$ cat src/rtl/bin_enc_drain_if.sv
// ============================================================================
// Module   : bin_enc_drain_if
// Brief    : Handshake bundle for bin_enc_drain (vector in, index stream out).
//            Carries cnt only when BIN_ENC_CNT_EN is defined.
// Revision : 1.0 - initial release
// ============================================================================
`default_nettype none

`ifndef HIGH
`define HIGH 1'b1
`endif
`ifndef LOW
`define LOW 1'b0
`endif

interface bin_enc_drain_if #(
  parameter int OUT = 3
);
  localparam int IN = 1 << OUT;

  logic          in_valid;
  logic          in_ready;
  logic [IN-1:0] in;
  logic          out_valid;
  logic          out_ready;
  logic [OUT-1:0] out;
  logic          out_last;
  logic          busy;
`ifdef BIN_ENC_CNT_EN
  logic [OUT:0]  cnt;
`endif

  modport master (
    output in_valid, in, out_ready,
`ifdef BIN_ENC_CNT_EN
    input  cnt,
`endif
    input  in_ready, out_valid, out, out_last, busy
  );

  modport slave (
    input  in_valid, in, out_ready,
`ifdef BIN_ENC_CNT_EN
    output cnt,
`endif
    output in_ready, out_valid, out, out_last, busy
  );
endinterface

`default_nettype wire

$ cat src/rtl/bin_enc_drain.sv
// ============================================================================
// Module   : bin_enc_drain
// Brief    : Sequential encoder; drains a multi-hot vector as a stream of
//            indices, lowest first. Optional macro BIN_ENC_CNT_EN adds cnt.
// Revision : 1.0 - initial release
// ============================================================================
`default_nettype none

module bin_enc_drain #(
  parameter int   OUT = 3,
  parameter logic ACT = `HIGH
) (
  input  logic             clk,
  input  logic             reset_,
  bin_enc_drain_if.slave   bus
);
  localparam int IN = 1 << OUT;

  typedef enum logic [0:0] {
    ST_IDLE  = 1'b0,
    ST_DRAIN = 1'b1
  } state_t;

  state_t         r_state;
  state_t         w_state_nxt;
  logic [IN-1:0]  r_pending;
  logic [IN-1:0]  w_pending_nxt;
  logic [IN-1:0]  w_mask;
  logic [IN-1:0]  w_rest;
  logic [OUT-1:0] w_low_idx;
  logic           w_drain;
  logic           w_last;
  logic           w_beat;
  logic           w_load;
  logic           w_in_ready;

  assign w_mask  = bus.in ^ {IN{~ACT}};
  assign w_drain = (r_state == ST_DRAIN);
  // Clearing the lowest set bit leaves what remains after this beat.
  assign w_rest  = r_pending & (r_pending - IN'(1));
  assign w_last  = (r_pending != '0) && (w_rest == '0);

  always_comb begin
    w_low_idx = '0;
    for (int i = IN - 1; i >= 0; i--) begin
      if (r_pending[i]) begin
        w_low_idx = OUT'(i);
      end
    end
  end

  assign w_beat     = w_drain & bus.out_ready;
  assign w_in_ready = ~w_drain | (w_beat & w_last);
  assign w_load     = bus.in_valid & w_in_ready;

  assign bus.in_ready  = w_in_ready;
  assign bus.out_valid = w_drain;
  assign bus.out       = w_drain ? w_low_idx : '0;
  assign bus.out_last  = w_drain & w_last;
  assign bus.busy      = w_drain;

  always_comb begin
    w_state_nxt   = r_state;
    w_pending_nxt = r_pending;
    if (w_beat) begin
      w_pending_nxt = w_rest;
      if (w_last) begin
        w_state_nxt = ST_IDLE;
      end
    end
    // A load overrides the final beat's update for back-to-back vectors.
    if (w_load) begin
      if (w_mask != '0) begin
        w_pending_nxt = w_mask;
        w_state_nxt   = ST_DRAIN;
      end else begin
        w_pending_nxt = '0;
        w_state_nxt   = ST_IDLE;
      end
    end
  end

  always_ff @(posedge clk or negedge reset_) begin
    if (!reset_) begin
      r_state   <= ST_IDLE;
      r_pending <= '0;
    end else begin
      r_state   <= w_state_nxt;
      r_pending <= w_pending_nxt;
    end
  end

`ifdef BIN_ENC_CNT_EN
  logic [OUT:0] r_cnt;

  function automatic logic [OUT:0] popcount(input logic [IN-1:0] v);
    logic [OUT:0] n;
    n = '0;
    for (int i = 0; i < IN; i++) begin
      n = n + (OUT+1)'(v[i]);
    end
    return n;
  endfunction

  always_ff @(posedge clk or negedge reset_) begin
    if (!reset_) begin
      r_cnt <= '0;
    end else if (w_load) begin
      r_cnt <= popcount(w_mask);
    end else if (w_beat) begin
      r_cnt <= r_cnt - (OUT+1)'(1);
    end
  end

  assign bus.cnt = r_cnt;
`endif

endmodule

`default_nettype wire
$ cat src/flat_wrapper.sv
// flat-port wrapper written by rule: the top's interface ports become plain ports
module bin_enc_drain_flat 
#(
  parameter int   OUT = 3,
  parameter logic ACT = `HIGH
)
  (clk, reset_, bus_in_valid, bus_in, bus_out_ready, bus_in_ready, bus_out_valid, bus_out, bus_out_last, bus_busy);
  bin_enc_drain_if #(.OUT(OUT)) bus_i ();
  input  logic clk;
  input  logic reset_;
  input wire logic [$bits(bus_i.in_valid)-1:0] bus_in_valid;
  input wire logic [$bits(bus_i.in)-1:0] bus_in;
  input wire logic [$bits(bus_i.out_ready)-1:0] bus_out_ready;
  output wire logic [$bits(bus_i.in_ready)-1:0] bus_in_ready;
  output wire logic [$bits(bus_i.out_valid)-1:0] bus_out_valid;
  output wire logic [$bits(bus_i.out)-1:0] bus_out;
  output wire logic [$bits(bus_i.out_last)-1:0] bus_out_last;
  output wire logic [$bits(bus_i.busy)-1:0] bus_busy;
  assign bus_i.in_valid = bus_in_valid;
  assign bus_i.in = bus_in;
  assign bus_i.out_ready = bus_out_ready;
  assign bus_in_ready = bus_i.in_ready;
  assign bus_out_valid = bus_i.out_valid;
  assign bus_out = bus_i.out;
  assign bus_out_last = bus_i.out_last;
  assign bus_busy = bus_i.busy;
  bin_enc_drain #(.OUT(OUT), .ACT(ACT)) u_core (.clk(clk), .reset_(reset_), .bus(bus_i));
endmodule
$ cat config.mk
export PLATFORM = sky130hd
export DESIGN_NAME = bin_enc_drain_flat
export DESIGN_NICKNAME = d
export VERILOG_FILES = /design/src/rtl/bin_enc_drain_if.sv /design/src/rtl/bin_enc_drain.sv /design/src/flat_wrapper.sv
export SDC_FILE = /design/constraint.sdc
export NUM_CORES = 1
export LEC_CHECK = 0
export CAP_MARGIN = 10
export CORE_MARGIN = 10
export CORE_UTILIZATION = 45
export DETAILED_ROUTE_END_ITERATION = 7
export PLACE_DENSITY = 0.74
export SYNTH_ARGS = -nofsm -noshare
export SYNTH_HDL_FRONTEND = slang
export SYNTH_SLANG_ARGS = --single-unit
$ cat constraint.sdc
create_clock -name clk -period 2 [get_ports clk]
set_input_delay 0.3 -clock clk [delete_from_list [all_inputs] [get_ports clk]]
set_output_delay 0.3 -clock clk [all_outputs]
set_load 0.005 [all_outputs]
==> impl_metrics.csv <==
group,metric,value,unit
global_routing,all_layer_gr_usage,0.125,
synth,synthesis.instances,80,
pwr,power_density,358,nW/µm²
worst_setup_path,cpMostUsedCell,"sky130_fd_sc_hd__or3_4",
timing,finalMaxSlewViolations,0,
run_status,failing_checks,"setup timing",
drt,routedWlPerCell,16.0,µm
drt,post_drt_via_cell_ratio,6.08,
floorplan,die_width,58.3,µm
drt,vias,784,
timing,achievable_clock_frequency,491,MHz
final_layout,area_delta_synth_final,54.3,%
synth,synth_cell_type_count,30,
pwr,static-leakage-power,0.482,nW
clock_network,post_cts_hold_buffer_count,0,
floorplan,floorplan.core_area,1330,µm²
worst_setup_path,critical_path_launch_point_type,"flip-flop",
placed_design,placed_cells_incl_taps,124,
worst_setup_path,cpPeakStageDelay,410,ps
worst_setup_path,worst_r2r_path_depth,5,
drt,postRouteAntennaNets,0,
worst_setup_path,cp_cell_sequence,"or3_4, or3_4, a31oi_1, buf_2",
floorplan,dieHeight,58.3,µm
drt,initialDrtViolationCount,29,
final_layout,n_antenna_cell,0,
final_layout,final_util,0.763,
timing,maximum_clock_skew_at_final_layout,0.193,ps
final_layout,finalNonFillerCells,129,
clock_network,clk_latency,260,ps
global_routing,grt_max_degree,10,
final_layout,multi_input_gate_area_in_the_final_layout,420,µm²
timing,timing.final.ws_setup,-35.9,ps
synth,number_of_flops_mapped_to_enable_cells_by_yosys,0,
timing,setup_repair_after_global_routing_missed_its_margin,"true",
timing,final-hold-violation-count,0,
worst_setup_path,crit_type,"flip-flop to output pin",
run_status,run_status,"finished, violations left",
timing,period_needed,2040,ps
worst_setup_path,timing.reg2reg.setup_slack,180,ps
drt,detail_route.wirelength,2.07,mm
synth,post_syn_nets,92,
worst_setup_path,critical_path_required,1700,ps
timing,timing_worst_slew_pin_value,424,ps
worst_setup_path,critical_path_peak_fanout,2,
timing,layout_worst_path_cycle_share,1.02,
clock_network,tritoncts_clock_tree,"built",
synth,yosys_warnings,0,
worst_setup_path,worst_path_max_delay_cell,"sky130_fd_sc_hd__or3_4",
synth,synth-main-ff-cell,"sky130_fd_sc_hd__dfrtp_1",
clock_network,cts-root-buf,"sky130_fd_sc_hd__clkbuf_4",
placed_design,gp_routability_congestion,0.858,
drt,drtPass1Iterations,5,
synth,part_of_the_yosys_area_used_for_sequential_elements,0.342,
synth,synth_seq_cells,9,
drt,drc_errors,0,
global_routing,grt.overflow.total,0,
floorplan,design.die.area,3400,µm²
worst_hold_path,holdCritPathClass,"primary input to async pin",
final_layout,fill_cells,100,
final_layout,final_nets,127,
global_routing,first_global_vias,800,
run,max_cap_viol_count,0,
timing,max-slew-margin-rel,0.714,
synth,mappedNetlistArea,659,µm²
pwr,power.ir.vdd_worst,0.319,mV
floorplan,io-pin-count,19,
worst_setup_path,timing.rr.start,"u_core.r_pending[1]",
clock_network,clock_tree.htree_level_count,1,
floorplan,std_cell_rows,13,
synth,syn-mean-instance-area,8.24,µm²
final_layout,layout-drive-gt1-share,0.316,
clock_network,clkSlewWorstSetupHoldPaths,60,ps
global_routing,grt_pass1_wl,3.51,mm
final_layout,area.sequential,226,µm²
placed_design,hpwlAfterDp,1.62,mm
worst_setup_path,worstPathArrival,1740,ps
worst_setup_path,worst_setup_path_end_kind,"output pin",
timing,finalSetupViolations,2,
global_routing,antenna_found_initial,0,
placed_design,io_buf_count,18,
floorplan,initial_utilization,0.494,
clock_network,cts.sinks,9,
clock_network,cts-buffers-inserted,3,
synth,asyncSetResetFlopFracSynth,1.00,
clock_network,cts-root-to-sink-buffers,2,
timing,setup_tns_final,-67.3,ps
worst_setup_path,crit-reg2reg-capture,"u_core.bus.busy",
==> power breakdown <==
group | switching [W] | leakage (nW) | total (W) | internal, W
combinational | 0.0000208 | 0.348 | 0.0000470 | 0.0000262
clock | 0.0000587 | 0.0150 | 0.000135 | 0.0000766
sequential | 0 | 0.119 | 0.000182 | 0.000182
==> kinds of logic (layout without fill, tap and decap cells) <==
family                     after synthesis  count (layout)  share of synthesized area
and+or+nand+nor                         35              35                      0.273
buffers and inverters                   10              44                     0.0854
xor gates and xnor gates                 1               1                     0.0133
DFF                                      9               9                      0.342
adders and majority gates                1               1                     0.0152
AOI/OAI and AO/OA                       24              24                      0.271
==> final cells by class <==
class | count | area share
clock buffer | 4 | 0.0258
inverter | 3 | 0.0111
multi-input combinational | 61 | 0.413
sequential | 9 | 0.223
tap | 15 | 0.0185
timing repair buffer | 37 | 0.309
==> cell usage after synthesis, types with 2 or more instances <==
| library cell | number | share of area |
|---|---|---|
| sky130_fd_sc_hd__o311ai_0 | 3 | 0.040 |
| sky130_fd_sc_hd__dfrtp_1 | 9 | 0.34 |
| sky130_fd_sc_hd__or3_1 | 2 | 0.019 |
| sky130_fd_sc_hd__inv_1 | 3 | 0.017 |
| sky130_fd_sc_hd__nand2_1 | 12 | 0.068 |
| sky130_fd_sc_hd__nor3_1 | 3 | 0.023 |
| sky130_fd_sc_hd__clkbuf_1 | 3 | 0.017 |
| sky130_fd_sc_hd__buf_6 | 2 | 0.034 |
| sky130_fd_sc_hd__o211ai_1 | 3 | 0.034 |
| sky130_fd_sc_hd__nor2_1 | 3 | 0.017 |
| sky130_fd_sc_hd__nor4_1 | 6 | 0.057 |
| sky130_fd_sc_hd__o21ai_0 | 2 | 0.015 |
| sky130_fd_sc_hd__nor2b_1 | 2 | 0.019 |
| sky130_fd_sc_hd__a21oi_1 | 2 | 0.015 |
| sky130_fd_sc_hd__o31ai_1 | 8 | 0.091 |
| sky130_fd_sc_hd__nand3_1 | 3 | 0.023 |
==> metal layers <==
layer | global-route usage | wire [µm]
met2 | 0.219 | 995
met1 | 0.134 | 897
met5 | 0 | 0
met3 | 0.0218 | 136
met4 | 0.0805 | 37
==> sequential cells by signal (all words and copies together) (netlist names) <==
signal / count
u_core.bus.busy: 1
u_core.r_pending: 8
==> worst max-delay path by stage <==
stage	from	to	slack, ps	cells past startpoint
after floorplan	u_core.r_pending[2]	bus_in_ready	90	6
after global placement	u_core.r_pending[3]	bus_in_ready	-190	5
after detailed placement	u_core.r_pending[3]	bus_in_ready	-220	5
after CTS	u_core.r_pending[3]	bus_in_ready	-80	5
after global routing	u_core.r_pending[1]	bus_in_ready	-100	5
final	u_core.r_pending[1]	bus_out_last	-40	4
==> worst max-delay path, delay by kind of cell, from the launching register on <==
family / cells / cell delay, ps
simple gates: 2 / 750
buf+inv: 1 / 150
compound gates: 1 / 200
flops: 1 / 380
==> cell usage in the layout, fill, tap and decap left out, types with 3 or more instances in the layout <==
cell type,count
sky130_fd_sc_hd__nand2_1,12
sky130_fd_sc_hd__inv_1,3
sky130_fd_sc_hd__nor4_1,4
sky130_fd_sc_hd__buf_4,19
sky130_fd_sc_hd__clkbuf_4,3
sky130_fd_sc_hd__dfrtp_1,8
sky130_fd_sc_hd__o311ai_0,3
sky130_fd_sc_hd__nand3_1,3
sky130_fd_sc_hd__o211ai_1,3
sky130_fd_sc_hd__o31ai_1,8
sky130_fd_sc_hd__clkdlybuf4s50_1,13
==> metrics by stage <==
stage               hold WS, ps  area (µm²)  worst slack (ps)  power (W)
detailed placement          616         948              -220   0.000232
global route                361        1020              -100   0.000380
floorplan                  4.41         659              85.6   0.000198
CTS                         343         973             -84.4   0.000366
global placement            602         948              -193   0.000231
finish                      330        1020             -35.9   0.000364
==> repair_timing <==
item                       CTS  global route
pin swaps                    4             5
buffers inserted             0             1
setup endpoints to repair    4             5
gates resized for setup     12            10
(Power assumes the default switching activity.)
